<file path="src/rtl/serial2parallel_if.sv">
// Word-side handshake of the serial2parallel deserializer.
// parity_err_o exists only when S2P_PARITY_EN is defined.
interface serial2parallel_if #(
    parameter int WIDTH = 4
) ();
    logic [WIDTH-1:0] parallel_o;
    logic             valid_o;
    logic             ready_i;
`ifdef S2P_PARITY_EN
    logic             parity_err_o;
`endif

    modport master (
        output parallel_o,
        output valid_o,
`ifdef S2P_PARITY_EN
        output parity_err_o,
`endif
        input  ready_i
    );

    modport slave (
        input  parallel_o,
        input  valid_o,
`ifdef S2P_PARITY_EN
        input  parity_err_o,
`endif
        output ready_i
    );
endinterface

</file>
<file path="src/rtl/serial2parallel.sv">
// Serial-to-parallel deserializer with a one-word valid/ready output register.
// Optional S2P_PARITY_EN: each frame carries a trailing even-parity bit.
module serial2parallel #(
    parameter int WIDTH     = 4,
    parameter int LSB_FIRST = 1,
    localparam int CW       = $clog2(WIDTH + 1)
) (
    input  logic                 clk,
    input  logic                 reset,
    input  logic                 serial_i,
    input  logic                 valid_i,
    input  logic                 clear_i,
    serial2parallel_if.master    out_if,
    output logic                 busy_o,
    output logic [CW-1:0]        count_o,
    output logic                 overrun_o
);

`ifdef S2P_PARITY_EN
    localparam int PAR_BITS = 1;
`else
    localparam int PAR_BITS = 0;
`endif
    localparam int            FRAME = WIDTH + PAR_BITS;
    localparam logic [CW-1:0] LAST  = CW'(FRAME - 1);

    typedef enum logic {
        EMPTY = 1'b0,
        FULL  = 1'b1
    } state_t;

    state_t           state_q;
    state_t           state_d;
    logic [CW-1:0]    count_q;
    logic [WIDTH-1:0] sr_q;
    logic [WIDTH-1:0] shifted;
    logic [WIDTH-1:0] new_word;
    logic [WIDTH-1:0] par_q;
    logic             ovr_q;
    logic             take_bit;
    logic             last_bit;
    logic             complete;
    logic             load;
    logic             drop;
`ifdef S2P_PARITY_EN
    logic             new_err;
    logic             err_q;
`endif

    // Next shifter value and the word formed when a frame completes.
    always_comb begin
        if (LSB_FIRST != 0) begin
            shifted = {serial_i, sr_q[WIDTH-1:1]};
        end else begin
            shifted = {sr_q[WIDTH-2:0], serial_i};
        end
        take_bit = valid_i && !clear_i;
        last_bit = (count_q == LAST);
        complete = take_bit && last_bit;
`ifdef S2P_PARITY_EN
        // Data is already fully shifted in; the final bit is the parity bit.
        new_word = sr_q;
        new_err  = (^sr_q) ^ serial_i;
`else
        new_word = shifted;
`endif
    end

    // Bit counter and shift register; clear beats an incoming bit.
    always_ff @(posedge clk or posedge reset) begin
        if (reset) begin
            count_q <= '0;
            sr_q    <= '0;
        end else if (clear_i) begin
            count_q <= '0;
            sr_q    <= '0;
        end else if (take_bit) begin
            if (last_bit) begin
                count_q <= '0;
                sr_q    <= '0;
            end else begin
                count_q <= count_q + CW'(1);
                sr_q    <= shifted;
            end
        end
    end

    // Output register state (EMPTY/FULL) held in a flop.
    always_ff @(posedge clk or posedge reset) begin
        if (reset) begin
            state_q <= EMPTY;
        end else begin
            state_q <= state_d;
        end
    end

    // Load/drop decision and next output-register state.
    always_comb begin
        state_d = state_q;
        load    = 1'b0;
        drop    = 1'b0;
        unique case (state_q)
            EMPTY: begin
                if (complete) begin
                    load    = 1'b1;
                    state_d = FULL;
                end
            end
            FULL: begin
                if (out_if.ready_i) begin
                    load    = complete;
                    state_d = complete ? FULL : EMPTY;
                end else begin
                    drop    = complete;
                end
            end
            default: state_d = EMPTY;
        endcase
    end

    // Word register: only written when a completed word is accepted.
    always_ff @(posedge clk or posedge reset) begin
        if (reset) begin
            par_q <= '0;
        end else if (load) begin
            par_q <= new_word;
        end
    end

`ifdef S2P_PARITY_EN
    // Parity error travels with the word it belongs to.
    always_ff @(posedge clk or posedge reset) begin
        if (reset) begin
            err_q <= 1'b0;
        end else if (load) begin
            err_q <= new_err;
        end
    end

    assign out_if.parity_err_o = err_q;
`endif

    // Sticky overrun; clear has priority over a dropped word.
    always_ff @(posedge clk or posedge reset) begin
        if (reset) begin
            ovr_q <= 1'b0;
        end else if (clear_i) begin
            ovr_q <= 1'b0;
        end else if (drop) begin
            ovr_q <= 1'b1;
        end
    end

    assign out_if.parallel_o = par_q;
    assign out_if.valid_o    = (state_q == FULL);
    assign busy_o            = (count_q != '0);
    assign count_o           = count_q;
    assign overrun_o         = ovr_q;

endmodule

</file>
<file path="src/flat_wrapper.sv">
// flat-port wrapper written by rule: the top's interface ports become plain ports
module serial2parallel_flat 
#(
    parameter int WIDTH     = 4,
    parameter int LSB_FIRST = 1,
    localparam int CW       = $clog2(WIDTH + 1)
)
  (clk, reset, serial_i, valid_i, clear_i, busy_o, count_o, overrun_o, out_if_parallel_o, out_if_valid_o, out_if_ready_i);
  serial2parallel_if #(.WIDTH(WIDTH)) out_if_i ();
  input  logic clk;
  input  logic reset;
  input  logic serial_i;
  input  logic valid_i;
  input  logic clear_i;
  output logic busy_o;
  output logic [CW-1:0] count_o;
  output logic overrun_o;
  output wire logic [$bits(out_if_i.parallel_o)-1:0] out_if_parallel_o;
  output wire logic [$bits(out_if_i.valid_o)-1:0] out_if_valid_o;
  input wire logic [$bits(out_if_i.ready_i)-1:0] out_if_ready_i;
  assign out_if_parallel_o = out_if_i.parallel_o;
  assign out_if_valid_o = out_if_i.valid_o;
  assign out_if_i.ready_i = out_if_ready_i;
  serial2parallel #(.WIDTH(WIDTH), .LSB_FIRST(LSB_FIRST)) u_core (.clk(clk), .reset(reset), .serial_i(serial_i), .valid_i(valid_i), .clear_i(clear_i), .out_if(out_if_i), .busy_o(busy_o), .count_o(count_o), .overrun_o(overrun_o));
endmodule
</file>
<file path="config.mk">
export PLATFORM = sky130hd
export DESIGN_NAME = serial2parallel_flat
export DESIGN_NICKNAME = d
export VERILOG_FILES = /design/src/rtl/serial2parallel_if.sv /design/src/rtl/serial2parallel.sv /design/src/flat_wrapper.sv
export SDC_FILE = /design/constraint.sdc
export NUM_CORES = 1
export LEC_CHECK = 0
export ABC_CLOCK_PERIOD_IN_PS = 3900
export CORE_AREA = 5 5 42 44
export CTS_BUF_LIST = sky130_fd_sc_hd__clkbuf_4
export DETAILED_ROUTE_END_ITERATION = 8
export DIE_AREA = 0 0 47 49
export PLACE_DENSITY = 0.75
export SKIP_LAST_GASP = 1
export SLEW_MARGIN = 10
export SYNTH_ARGS = -nofsm -noshare
export SYNTH_HDL_FRONTEND = slang
export SYNTH_SLANG_ARGS = --single-unit
</file>
<file path="constraint.sdc">
create_clock -name clk -period 3.9 [get_ports clk]
set_input_delay 0.585 -clock clk [delete_from_list [all_inputs] [get_ports clk]]
set_output_delay 0.585 -clock clk [all_outputs]
set_load 0.01 [all_outputs]
</file>
# Word level (Yosys, flattened, before mapping)
# Cells that the tools add are included.
[totals]
elab_cells = 29
ff_bits = 13
out_inout_bits = 10
input_bits = 6
[classes]
bitwise = 1
n_eq_ne = 1
add_sub_neg = 1
muxes = 15
reduce_logical = 6
[op_table]
columns = ["operator", "count"]
rows = [
  ["2-to-1 mux 4 bit", 3],
  ["2-to-1 mux 3 bit", 3],
  ["2-to-1 mux 1 bit", 7],
  ["one-hot mux 1 bit (2 select lines)", 2],
  ["nonzero test 2 bit", 2],
  ["adder 3 x 1 -> 3 bit, second input constant", 1],
  ["equality test 3 x 2 -> 1 bit, second input constant", 1],
  ["nonzero test 3 bit", 1],
  ["logical AND 1 bit", 2],
  ["logical NOT 1 bit", 1],
  ["inverter 1 bit", 1],
]

# Depth between registers and ports, before layout
[depth]
word_depth = 7
mapped_depth = 4
mapped_depth_nobuf = 4

# Worst setup path before layout
# OpenSTA, ideal clock, no wires.
[synth_timing]
kind = "register to register"
startpoint = "register u_core.count_q[0] (netlist: u_core.count_o[0])"
endpoint = "register u_core.par_q[0] (netlist: u_core.out_if.parallel_o[0])"
arrival_time_ns = 1.231
path_slack_ns = 2.544
period_less_slack_ns = 1.356
stages_incl_launch_ff = 5
required_time_ns = 3.775
path_buffers = 0
setup_time_ns = 0.125
path_cell_list = "dfrtp_1 ha_1 nor2b_4 nand4b_4 mux2_2"
[synth_between]
elab_chain_len = 4
word_cells_on_any_way = 5
classes_between = "eq/ne: 1; mux: 3; reduce/logical: 1"
[synth_lines]
columns = ["element", "line_no", "source"]
rows = [
  ["start: declaration", "serial2parallel.sv:34", "logic [CW-1:0] count_q;"],
  ["start signal: assignment", "serial2parallel.sv:82", "count_q <= count_q + CW'(1);"],
  ["equality test 3 x 2 -> 1 bit *", "serial2parallel.sv:58", "last_bit = (count_q == LAST);"],
  ["logical AND 1 bit *", "serial2parallel.sv:59", "complete = take_bit && last_bit;"],
  ["2-to-1 mux 1 bit (on tied branches)", "serial2parallel.sv:110, serial2parallel.sv:104", ""],
  ["one-hot mux 1 bit (2 select lines) *", "serial2parallel.sv:102", "unique case (state_q)"],
  ["end signal: assignment", "serial2parallel.sv:126", "par_q <= new_word;"],
  ["end: declaration", "serial2parallel.sv:38", "logic [WIDTH-1:0] par_q;"],
]
# Every way passes the cells marked *; elsewhere a longest branch is shown, timed or not.
# A chain may end at the register's enable or synchronous reset.

# Final worst setup path
[layout_timing]
startpoint = "register u_core.count_q[0] (netlist: u_core.count_o[0])"
endpoint = "output busy_o"
[layout_between]
elab_chain_len = 1
[layout_lines]
columns = ["element", "line_no", "source"]
rows = [
  ["nonzero test 3 bit", "serial2parallel.sv:156", "assign busy_o = (count_q != '0);"],
  ["end: declaration", "flat_wrapper.sv:15", "output logic busy_o;"],
]
# No other way between the ends.

==> results.md <==
- Final-stage net count: 74
- Final Setup Violations: 0
- Cell count after synthesis: between 40 and 50
- Minimum clock period: 2.105 ns
- Worst-Skew Late Latency: 0.27 ns
- Slowest cell delay on critical path: 0.53 ns
- R2R Setup Slk: 2.50 ns
- Worst Path Max Fanout: 4
- Hold Path Class: reg2reg
- Critical path class: reg2out
- Final Hold Violating Endpoints: 0
- Peak supply drop: 197.4 uV
- Grt ovf: 0
- # DRC: 0
- Mapped Area: between 500 and 600 um2
- Via density: between 4 and 5
- Worst endpoint required time: 3.31 ns
- Crit end category: primary output
- Vias in the first global route: roughly 390
- Antenna violations before repair: 0
- Critical Path Start: u_core.count_o[0]
- Clk slew on worst S/H paths: about 0.070 ns
- Power, Total: 0.2530 mW
- Fin. max-slew vios: 0
- Max_slew headroom: 68.72%
- Syn_nets: 56
- Top cell type's share of synthesized area: between 50% and 60%
- GR Util met1: 15.40%
- Setup TNS Final: 0 ns
- Total track usage: 10.57%
- Post-DR wirelength/cell: around 13 um
- Dpl hpwl: 761.1 um
- Met3 Usage GRT: around 3.3%
- Top cells by area, synth: dfrtp_1 54%, mux2_2 8.1%, ha_1 4.5%, nand2b_1 4.5%, nand4b_4 4.3%
- Root buf cell: clkbuf_4
- CTS Sinks: 12
- GP Congestion: 0.6992
- H-tree Lvls: 1
- Seq/Total Area, Yosys: a little over half
- Die height: 49 um
- Area growth, synth to finish: 32.74%
- DR iter-0 viols: 4
- FILL cells: around 130
- Die width: 47 um
- Port bufs: 15
- FF+latch count, synth: 12
- Post-synth top area cell: dfrtp_1
- FMAX: 0.4751 GHz
- Drt total wl: 1.002 mm
- Tightest Pin Transition: 0.4677 ns
- YS warnings: 0
- Initial core utilization: 39.82%
- Die ar.: 2303 um2
- Critical-path top delay cell: clkdlybuf4s50_1
- Num CTS Buffers: 3
- Leak pwr: 0.3330 nW
- CTS tree: built
- Antenna cells: 0
- Pre-antenna DRT Iters: 2
- Global-route wire length before repair: roughly 1.7 mm
- Via count: 386
- Critical path arrival: about 1.5 ns
- RSZ-0062 raised after global routing: false
- Hold-fix buffers, CTS: 0
- Syn Area/Cell: 11.63 um2
- Max-cap violations: 0
- GRT busiest layer: met1
- Met2 GRT Util: 13.57%
- Status: finished clean
- Cell Pwr Density: 341.6 nW/um2
- PostCTS Resize Cnt: 0
- CP cell instances: inv_1 -> ha_1 -> nand2_1 -> clkdlybuf4s50_1
- Reg2reg start: u_core.count_o[0]
- Largest net degree at the start of global routing: 13
- Number of antenna-violating nets in the routed design: 0
- Core Region: roughly 1400 um2
- Startpoint Class: register
- CTS Buffer Depth: 2
- Hold path startpoint: u_core.overrun_o
- Fraction of layout cells with a size suffix above 1: around 14%
- # Post-CTS Setup Buffers: 0
- I/O pin count: 16
- Final period utilization: 53.97%
- Setup Skew: 0.0004491 ns
- Cell row count: 14
- Cell variety after synth: 18
-- synth_stat cells (all sizes together) --
master  number
nand2b       4
dfrtp       12
a21oi        3
xnor2        1
ha           2
nand4b       1
a41oi        1
mux2i        1
nor2         3
nand3        3
buf          2
nand2        2
a211oi       1
nor2b        1
o21ai        1
inv          5
or2b         1
mux2         4
-- path summary, 6_finish.rpt --
kind                            depth (start not counted)                           to
max in group asynchronous                               2  u_core.out_if.parallel_o[3]
worst min register to register                          2             u_core.overrun_o
worst min-delay path                                    2             u_core.overrun_o
min in group asynchronous                               2  u_core.out_if.parallel_o[0]
worst max register to register                          4  u_core.out_if.parallel_o[1]
worst max-delay path                                    4                       busy_o
-- critical path: cells and delay by family (launching register included) --
| kind | cells | cell delay, ns |
|---|---|---|
| flops | 1 | 0.40 |
| simple gates | 1 | 0.07 |
| fa+ha+maj | 1 | 0.19 |
| buf+inv | 2 | 0.59 |
-- per-layer routing --
layer  vias up  routed length, um  share of wire (%)
met3         2                 57                5.7
met1       178                478                 48
met2        13                448                 45
met5         -                  0                  0
met4         0                 18                1.8
li1        193                  -                  -
-- placed cells by master, fill, tap and decap left out, drive strengths merged --
cell            n
nand3           3
a21oi           3
clkbuf          3
nand2           2
mux2            4
or2b            1
nand4b          1
mux2i           1
clkdlybuf4s50  15
o21ai           1
inv             5
a41oi           1
xnor2           1
a211oi          1
nor2            3
ha              2
nor2b           1
dfrtp          12
nand2b          4
-- sequential cells by signal, summed over array words and instances, names as in the netlist --
| name | flops |
|---|---|
| u_core.sr_q | 3 |
| u_core.out_if.parallel_o | 4 |
| u_core.out_if.valid_o | 1 |
| u_core.overrun_o | 1 |
| u_core.count_o | 3 |
-- power by group --
group	leakage [nW]	internal, mW	switching (mW)
clock network	0.0138	0.0358	0.0388
logic	0.155	0.0250	0.0184
registers	0.165	0.131	0.00431
total	0.333	0.192	0.0615
-- through the flow --
| stage | cells | instance area, um2 | setup WS (ns) | hold WS, ns | util, % |
|---|---|---|---|---|---|
| floorplan | 48 | 558.0 | 2.544 | 0.4497 | - |
| global placement | 77 | 718.2 | 1.950 | 0.4817 | 51.25 |
| detailed placement | 77 | 718.2 | 1.909 | 0.4880 | 51.25 |
| CTS | 80 | 740.7 | 1.773 | 0.5037 | 52.86 |
| global route | 80 | 740.7 | 1.690 | 0.5276 | 52.86 |
| finish | 80 | 740.7 | 1.795 | 0.4952 | 52.86 |
-- layout make-up --
class | count | area (um2) | area share (%)
multi-input combinational | 29 | 229.0 | 30.91
clock buffer | 3 | 22.52 | 3.041
timing repair buffer | 15 | 150.1 | 20.27
sequential | 12 | 300.3 | 40.54
tap | 16 | 20.02 | 2.703
inverter | 5 | 18.77 | 2.534
-- kinds of logic (layout without fill, tap and decap cells) --
kind of cell	after synthesis	after routing	synth area share, %
and+or+nand+nor	15	15	18.61
buffers and inverters	7	23	5.157
muxes	5	5	9.865
adders and majority gates	2	2	4.484
DFF	12	12	53.81
AOI/OAI and AO/OA	6	6	6.501
xor gates and xnor gates	1	1	1.570
Power figures use the tool's default switching activity.
